## src/rtl/util_pkg.sv

```systemverilog
// Shared definitions for the utility blocks: debounce FSM state encoding and
// the effective stability-threshold rule.
package util_pkg;

    localparam logic UTIL_DEB_STABLE = 1'b0;
    localparam logic UTIL_DEB_CHECK  = 1'b1;

    typedef enum logic {
        DEB_STABLE = UTIL_DEB_STABLE,
        DEB_CHECK  = UTIL_DEB_CHECK
    } deb_state_e;

    // A threshold of zero behaves exactly like one: accept on the first differing sample.
    function automatic logic [31:0] deb_limit(input logic [31:0] limit);
        return (limit == 32'd0) ? 32'd1 : limit;
    endfunction

endpackage

```

## src/rtl/util_debounce_ch.sv

```systemverilog
// One debounce channel: STABLE/CHECK FSM, stability counter, registered level,
// busy flag and (with UTIL_DEBOUNCE_EDGE_EN) rise/fall pulse registers.
module util_debounce_ch
    import util_pkg::*;
#(
    parameter int   CNT_W   = 16,
    parameter logic RST_VAL = 1'b0
) (
    input  logic             clk_i,
    input  logic             reset_i,
    input  logic             sync_i,
    input  logic [CNT_W-1:0] limit_i,
    output logic             data_o,
    output logic             rise_o,
    output logic             fall_o,
    output logic             busy_o
);

    deb_state_e       state_q, state_d;
    logic [CNT_W-1:0] cnt_q, cnt_d;
    logic             data_q, data_d;
    logic             busy_q, busy_d;
    logic [31:0]      eff_lim;
    logic             differ;
    logic             lim_hit;

    assign eff_lim = deb_limit(32'(limit_i));
    assign differ  = (sync_i != data_q);
    // 33-bit compare so cnt+1 can never wrap, even at the maximum threshold.
    assign lim_hit = ((33'(cnt_q) + 33'd1) >= 33'(eff_lim));

    always_comb begin
        state_d = state_q;
        cnt_d   = cnt_q;
        data_d  = data_q;
        unique case (state_q)
            DEB_STABLE: begin
                if (differ) begin
                    if (eff_lim == 32'd1) begin
                        data_d = sync_i;
                    end else begin
                        state_d = DEB_CHECK;
                        cnt_d   = CNT_W'(1);
                    end
                end
            end
            DEB_CHECK: begin
                if (!differ) begin
                    state_d = DEB_STABLE;
                    cnt_d   = '0;
                end else if (lim_hit) begin
                    data_d  = sync_i;
                    state_d = DEB_STABLE;
                    cnt_d   = '0;
                end else begin
                    cnt_d = cnt_q + CNT_W'(1);
                end
            end
            default: begin
                state_d = DEB_STABLE;
                cnt_d   = '0;
            end
        endcase
        // Busy covers the checking cycles plus the cycle that resolves the check.
        busy_d = (state_q == DEB_CHECK) || (state_d == DEB_CHECK);
    end

    always_ff @(posedge clk_i or posedge reset_i) begin
        if (reset_i) begin
            state_q <= DEB_STABLE;
            cnt_q   <= '0;
            data_q  <= RST_VAL;
            busy_q  <= 1'b0;
        end else begin
            state_q <= state_d;
            cnt_q   <= cnt_d;
            data_q  <= data_d;
            busy_q  <= busy_d;
        end
    end

`ifdef UTIL_DEBOUNCE_EDGE_EN
    logic rise_q, fall_q;

    always_ff @(posedge clk_i or posedge reset_i) begin
        if (reset_i) begin
            rise_q <= 1'b0;
            fall_q <= 1'b0;
        end else begin
            rise_q <= data_d & ~data_q;
            fall_q <= ~data_d & data_q;
        end
    end

    assign rise_o = rise_q;
    assign fall_o = fall_q;
`else
    assign rise_o = 1'b0;
    assign fall_o = 1'b0;
`endif

    assign data_o = data_q;
    assign busy_o = busy_q;

endmodule

```

## src/rtl/util_debounce.sv

```systemverilog
// Multi-channel debounce and edge detector after a two-flop synchronizer.
// Define UTIL_DEBOUNCE_EDGE_EN to build the rise_o/fall_o pulse registers.
module util_debounce
    import util_pkg::*;
#(
    parameter int               WIDTH     = 1,
    parameter int               CNT_W     = 16,
    parameter logic [WIDTH-1:0] RESET_VAL = {WIDTH{1'b0}}
) (
    input  logic             clk_i,
    input  logic             reset_i,
    input  logic [WIDTH-1:0] sync_i,
    input  logic [CNT_W-1:0] limit_i,
    output logic [WIDTH-1:0] data_o,
    output logic [WIDTH-1:0] rise_o,
    output logic [WIDTH-1:0] fall_o,
    output logic [WIDTH-1:0] busy_o
);

    for (genvar g = 0; g < WIDTH; g++) begin : g_ch
        util_debounce_ch #(
            .CNT_W   (CNT_W),
            .RST_VAL (RESET_VAL[g])
        ) u_ch (
            .clk_i   (clk_i),
            .reset_i (reset_i),
            .sync_i  (sync_i[g]),
            .limit_i (limit_i),
            .data_o  (data_o[g]),
            .rise_o  (rise_o[g]),
            .fall_o  (fall_o[g]),
            .busy_o  (busy_o[g])
        );
    end

endmodule

```

## config.mk

```make
export PLATFORM = sky130hd
export DESIGN_NAME = util_debounce
export DESIGN_NICKNAME = d
export VERILOG_FILES = /design/src/rtl/util_pkg.sv /design/src/rtl/util_debounce_ch.sv /design/src/rtl/util_debounce.sv
export SDC_FILE = /design/constraint.sdc
export NUM_CORES = 1
export LEC_CHECK = 0
export CAP_MARGIN = 15
export CORE_UTILIZATION = 58
export CTS_CLUSTER_SIZE = 24
export DETAILED_ROUTE_END_ITERATION = 6
export GPL_ROUTABILITY_DRIVEN = 0
export MAX_ROUTING_LAYER = met4
export PLACE_DENSITY = 0.88
export SKIP_LAST_GASP = 1
export SYNTH_ARGS = -nofsm -noshare
export SYNTH_HDL_FRONTEND = slang
export SYNTH_HIERARCHICAL = 1
export SYNTH_SLANG_ARGS = --single-unit
```

## constraint.sdc

```tcl
create_clock -name clk_i -period 5.3 [get_ports clk_i]
set_clock_uncertainty 0.2 [all_clocks]
set_input_delay 1.06 -clock clk_i [delete_from_list [all_inputs] [get_ports clk_i]]
set_output_delay 1.06 -clock clk_i [all_outputs]
set_load 0.005 [all_outputs]
```

==> results_dict.tcl, run 1 <==
set metrics [dict create \
    min_period_over_period 0.731 \
    pwr-share-clk 0.167 \
    ys_warn_count 6 \
    rr_startpoint "g_ch[0].u_ch/cnt_q[0]$_DFFE_PP0P_" \
    wire_per_inst_um 16.1 \
    critPathLaunchType "input port" \
    initial_core_util 0.618 \
    ctsHoldBuffers 0 \
    comb_power_share 0.408 \
    clkLatencyLatePin_ns 0.30 \
    overflow 0 \
    grt_max_degree 20 \
    required_ns 5.32 \
    synth_top_area_frac 0.310 \
    grt_usage 0.280 \
    critPathCapture "g_ch[0].u_ch/cnt_q[0]$_DFFE_PP0P_" \
    num-fill-cells 198 \
    die_w_um 53.4 \
    grt_pass1_vias 1222 \
    fin_nets 225 \
    initialDrtViolationCount 66 \
    r2r_setup_slack_ns 1.44 \
    path_clk_slew_ns 0.11 \
    fin_util 0.711 \
    num_rows 18 \
    min_period_ns 3.88 \
    path_cells "clkdlybuf4s50_1, nor4_1, nand4_1, nand2b_1, ha_1, nand4_1, nor4_1, a211oi_2, and3_1, nand2_1, o22ai_1" \
    dp_hpwl_um 2750 \
    drive_gt1_frac 0.0532 \
    worstSetupPathType "input port to flip-flop" \
    cts_tree "built" \
    fmax_mhz 258 \
    synth_top_cell_by_area "dfrtp_1" \
    ant_nets 0 \
    critPathMaxStageDelay_ns 0.58 \
    dieArea_sq_um 2850 \
    final_max_slew_viol_count 0 \
    crit_family "simple AND/OR/NAND/NOR gates" \
    synthDistinctLibCells 37 \
    area_growth_syn_to_layout_pct 15.0 \
    postCtsSetupRepairBufs 0 \
    wl_um 3510 \
    antenna_found_initial 0 \
    max_slew_margin 0.227 \
    setup_violations 0 \
    ys_top_cells_by_area "dfrtp_1, ha_1, a32o_1, xnor2_1, inv_1" \
    viasPerCell 6.29 \
    switching_share 0.395 \
    p_sw_mw 0.178 \
    drt_drc_violations_left 0 \
    synthFlopType "dfrtp_1" \
    numCtsBuffers 3 \
    tightest_slew_ns 1.16 \
    via_count 1371 \
    ff2ff_path_depth 12 \
    finalHoldViolCount 0 \
    clockBufferDepth 2 \
    antenna_cells 0 \
    vdd_drop_max_uv 283 \
    async_flop_share 1.00 \
    final.setup.tns_ns 0 \
    leakage_nw 0.845 \
    cp.depth 11 \
    outcome "complete, no violations" \
    root_buffer "clkbuf_4" \
    power_density_nw_per_um2 256 \
    avgSynthCellArea_sq_um 9.06 \
    p_int_mw 0.273 \
    portBuffers 20 \
    die_y_um 53.4 \
    rsz0062_at_grt "no" \
    drtPass1Iterations 4 \
    yosys-top-cells-count "dfrtp_1, inv_1, ha_1" \
    netlist_area_sq_um 1530 \
    yosysSeqAreaShare 0.310 \
    postCtsResizedCells 0 \
    regToRegEndpoint "g_ch[0].u_ch/cnt_q[0]$_DFFE_PP0P_" \
    synth_edf_count 0 \
    critPathBufInv 1 \
    end_kind "flip-flop" \
    hp-class "flip-flop to flip-flop" \
    syn_inst 169 \
    drv_cap 0 \
    p_seq_frac 0.425 \
    cts_sinks 19 \
    synth-seq-cells 19 \
    grt_first_pass_wirelength_um 5490 \
    cts_max_level 1 \
    core_sq_um 2480 \
    ioPinCount 23 \
    critPathMaxFanout 16 \
    startpoint "limit_i[1]" \
    arrival_ns 3.90 \
    cpMaxStageDelayCell "and3_1" \
]
-- registers in the layout, summed over array words and instances, names as in the netlist --
| signal | count |
|---|---|
| g_ch.u_ch/cnt_q | 16 |
| g_ch.u_ch/data_o | 1 |
| g_ch.u_ch/state_q | 1 |
| g_ch.u_ch/busy_o | 1 |
-- worst min path at each step --
stage | from | end | slack [ns] | cells after the start
after floorplan | g_ch[0].u_ch/state_q$_DFF_PP0_ | g_ch[0].u_ch/cnt_q[0]$_DFFE_PP0P_ | 0.25 | 1
after global placement | g_ch[0].u_ch/state_q$_DFF_PP0_ | g_ch[0].u_ch/cnt_q[0]$_DFFE_PP0P_ | 0.31 | 1
after detailed placement | g_ch[0].u_ch/cnt_q[11]$_DFFE_PP0P_ | g_ch[0].u_ch/cnt_q[11]$_DFFE_PP0P_ | 0.33 | 1
after CTS | g_ch[0].u_ch/cnt_q[11]$_DFFE_PP0P_ | g_ch[0].u_ch/cnt_q[11]$_DFFE_PP0P_ | 0.35 | 1
after global routing | g_ch[0].u_ch/state_q$_DFF_PP0_ | g_ch[0].u_ch/cnt_q[0]$_DFFE_PP0P_ | 0.37 | 1
final | g_ch[0].u_ch/cnt_q[11]$_DFFE_PP0P_ | g_ch[0].u_ch/cnt_q[11]$_DFFE_PP0P_ | 0.35 | 1
-- cells in the final DEF (no fill, tap or decap), types with 2 or more instances in the layout --
cell type,instances
a21o_1,2
a21oi_1,6
a32o_1,11
and3_1,4
clkbuf_4,3
clkdlybuf4s50_1,20
conb_1,2
dfrtp_1,19
ha_1,17
inv_1,19
nand2_1,12
nand2b_1,2
nand3_1,9
nand4_1,9
nor2_1,8
nor2b_1,3
nor3_1,2
nor4_1,4
o211ai_1,4
o21ai_0,2
or2_2,2
xnor2_1,11
xor2_1,3
-- power by group through the flow --
stage	clock (mW)	sequential, mW	combinational [mW]
5_1_grt	0.0821	0.193	0.204
2_1_floorplan	0	0.187	0.128
6_report	0.0755	0.192	0.184
3_5_place_dp	0	0.193	0.181
4_1_cts	0.0784	0.190	0.183
3_3_place_gp	0	0.192	0.172
-- kinds of logic after synthesis --
logic type,synth area share
buffers and inverters,0.0760
and+or+nand+nor,0.208
muxes,0.00735
AOI/OAI and AO/OA,0.177
DFF,0.310
other,0.00245
xor gates and xnor gates,0.0801
adders and majority gates,0.139
-- per-layer routing --
| layer | routed length [um] | track usage | part of all wire |
|---|---|---|---|
| met3 | 188 | 0.0402 | 0.054 |
| met5 | 0 | - | 0 |
| met1 | 1480 | 0.328 | 0.42 |
| met4 | 61 | 0.114 | 0.017 |
| met2 | 1770 | 0.475 | 0.51 |
-- final cells by class --
type,count,area (sq um),share of cell area
Timing Repair Buffer,21,208,0.118
Sequential cell,19,475,0.270
Tap cell,30,37.5,0.0213
Inverter,19,71.3,0.0405
Clock buffer,4,26.3,0.0149
Multi-Input combinational cell,125,943,0.536
-- per-stage QoR --
step                power [mW]  setup slack (ns)  instances  hold WS, ns  area [sq um]
finish                   0.452              1.42        218        0.350          1760
global route             0.480              1.19        218        0.373          1760
CTS                      0.451              1.50        218        0.351          1760
detailed placement       0.374              1.20        214        0.326          1740
global placement         0.364              1.38        214        0.313          1740
floorplan                0.314              2.14        170        0.246          1540
Note: power is estimated with default switching activity, not from simulation.
==> run 2: changes to the inputs <==
--- a/config.mk
+++ b/config.mk
@@ -6,12 +6,12 @@
 export NUM_CORES = 1
 export LEC_CHECK = 0
 export CAP_MARGIN = 15
-export CORE_UTILIZATION = 58
+export CORE_UTILIZATION = 54
 export CTS_CLUSTER_SIZE = 24
 export DETAILED_ROUTE_END_ITERATION = 6
 export GPL_ROUTABILITY_DRIVEN = 0
 export MAX_ROUTING_LAYER = met4
-export PLACE_DENSITY = 0.88
+export PLACE_DENSITY = 0.83
 export SKIP_LAST_GASP = 1
 export SYNTH_ARGS = -nofsm -noshare
 export SYNTH_HDL_FRONTEND = slang
==> constraint.sdc (replaced) <==
create_clock -name clk_i -period 3.6 [get_ports clk_i]
set_clock_uncertainty 0.2 [all_clocks]
set_input_delay 0.72 -clock clk_i [delete_from_list [all_inputs] [get_ports clk_i]]
set_output_delay 0.72 -clock clk_i [all_outputs]
set_load 0.005 [all_outputs]
==> run 2 against run 1 <==
Effect of this change:
- register-to-register slack got worse by 1.2 ns
- combinational power increased by 67%
- utilization decreased by 1.3 points
- wire length decreased by 0.94%
- critical path depth increased by 1
- sequential power increased by 41%
- total power increased by 53%
- clock-buffer cell count decreased by 1
- flip-flop and latch count unchanged
- clock power increased by 50%
- worst hold slack got worse by 0.044 ns
- first-iteration DRC count increased by 36%
- largest cell class unchanged
- largest power group is now combinational cells
==> results_dict.tcl, run 2 (same netlist as run 1, synthesis figures left out) <==
set metrics [dict create \
    antenna_found_initial 0 \
    cpMaxStageDelayCell "dfrtp_1" \
    finalHoldViolCount 0 \
    area_growth_syn_to_layout_pct 17.1 \
    instances_no_fill 222 \
    end_kind "flip-flop" \
    path_cells "and4_1, nand2_1, nor2_1, nand3_1, xnor2_1, ha_1, nand4_1, nor4_1, a211oi_2, and3_1, buf_4, a32o_1" \
    final_area_sq_um 1790 \
    wire_per_inst_um 15.6 \
    num-fill-cells 204 \
    via_count 1387 \
    initial_core_util 0.596 \
    drv_cap 0 \
    grt_usage 0.249 \
    drive_gt1_frac 0.0781 \
    tightest_slew_ns 0.741 \
    min_period_ns 3.37 \
    setup_violations 0 \
    largest_reg_flops 16 \
    path_clk_slew_ns 0.12 \
    outcome "complete, no violations" \
    worstSetupPathType "flip-flop to flip-flop" \
    cts_sinks 19 \
    required_ns 3.59 \
    portBuffers 20 \
    fin_nets 229 \
    overflow 0 \
    cts_tree "built" \
    initialDrtViolationCount 90 \
    grt_max_degree 20 \
    ant_nets 0 \
    max_slew_margin 0.506 \
    dieArea_sq_um 3050 \
    ctsHoldBuffers 0 \
    grt_pass1_vias 1383 \
    root_buffer "clkbuf_4" \
    viasPerCell 6.25 \
    postCtsSetupRepairBufs 0 \
    place_area_sq_um 1770 \
    top_register "g_ch.u_ch/cnt_q" \
    grt_first_pass_wirelength_um 6080 \
    core_sq_um 2570 \
    layout_common_cells "clkdlybuf4s50_1, inv_1, dfrtp_1, ha_1, nand2_1" \
    cts_max_level 1 \
    critPathMaxStageDelay_ns 0.46 \
    rsz0062_at_grt "no" \
    numCtsBuffers 3 \
    power_mw 0.692 \
    min_period_over_period 0.935 \
    die_w_um 55.3 \
    fmax_mhz 297 \
    final_max_slew_viol_count 0 \
    num_rows 18 \
    ioPinCount 23 \
    final.setup.tns_ns 0 \
    clockBufferDepth 2 \
    drtPass1Iterations 4 \
    postCtsResizedCells 0 \
    layout_commonest_cell "clkdlybuf4s50_1" \
    place_inst 218 \
    leakage_nw 0.868 \
    power_density_nw_per_um2 386 \
    critPathMaxFanout 7 \
    critPathLaunchType "flip-flop" \
    vdd_drop_max_uv 419 \
    dp_hpwl_um 2820 \
    wl_um 3470 \
    hp-class "flip-flop to flip-flop" \
    die_y_um 55.3 \
    clkLatencyLatePin_ns 0.29 \
    drt_drc_violations_left 0 \
    arrival_ns 3.36 \
    antenna_cells 0 \
]
## run 2: changes by cell type in the layout (fill, tap and decap cells not counted), sizes merged
cell and change:
buf +4, clkbuf -1, clkinv +1
## run 2: power breakdown
group          switching [mW]  total [mW]  internal, mW
registers              0.0274       0.271         0.244
clock network          0.0719       0.113        0.0413
logic                   0.167       0.308         0.141
total                   0.266       0.692         0.426
## run 2: per-stage QoR
stage	utilization	hold WS, ns	setup slack [ns]
floorplan	-	0.246	0.435
global placement	0.688	0.269	0.231
detailed placement	0.688	0.277	0.230
CTS	0.698	0.294	0.265
global route	0.698	0.334	0.0303
finish	0.698	0.305	0.234
## run 2: area by class of cell
class | instances | area, sq um | area share
Sequential cell | 19 | 475 | 0.265
Inverter | 19 | 71.3 | 0.0398
Tap cell | 30 | 37.5 | 0.0209
Multi-Input combinational cell | 125 | 943 | 0.526
Clock buffer | 3 | 22.5 | 0.0126
Timing Repair Buffer | 25 | 238 | 0.133
Clock inverter | 1 | 5.00 | 0.00279
## run 2: path summary, 6_finish.rpt
| path | start | endpoint | slack, ns | depth (start not counted) |
|---|---|---|---|---|
| hold / removal | g_ch[0].u_ch/state_q$_DFF_PP0_ | g_ch[0].u_ch/cnt_q[0]$_DFFE_PP0P_ | 0.31 | 1 |
| hold reg to reg | g_ch[0].u_ch/state_q$_DFF_PP0_ | g_ch[0].u_ch/cnt_q[0]$_DFFE_PP0P_ | 0.31 | 1 |
| min in group asynchronous | reset_i | g_ch[0].u_ch/busy_o$_DFF_PP0_ | 0.63 | 2 |
| max in group asynchronous | reset_i | g_ch[0].u_ch/cnt_q[9]$_DFFE_PP0P_ | 2.10 | 2 |
| setup reg to reg | g_ch[0].u_ch/cnt_q[2]$_DFFE_PP0P_ | g_ch[0].u_ch/cnt_q[9]$_DFFE_PP0P_ | 0.23 | 12 |
| setup / recovery | g_ch[0].u_ch/cnt_q[2]$_DFFE_PP0P_ | g_ch[0].u_ch/cnt_q[9]$_DFFE_PP0P_ | 0.23 | 12 |
## run 2: worst max-delay path: cells and delay by family, from the launching register on
kind / cells / cell delay (ns)
simple gates: 7 / 1.59
flops: 1 / 0.46
compound gates: 2 / 0.34
fa+ha+maj: 1 / 0.31
xor+xnor: 1 / 0.18
buf+inv: 1 / 0.17
## run 2: per-layer routing
metal / global-route usage / vias up / wire [um]
met5: - / - / 0
met4: 0.0821 / 0 / 91
met3: 0.0281 / 12 / 195
met2: 0.413 / 52 / 1720
met1: 0.317 / 661 / 1470
li1: - / 662 / -
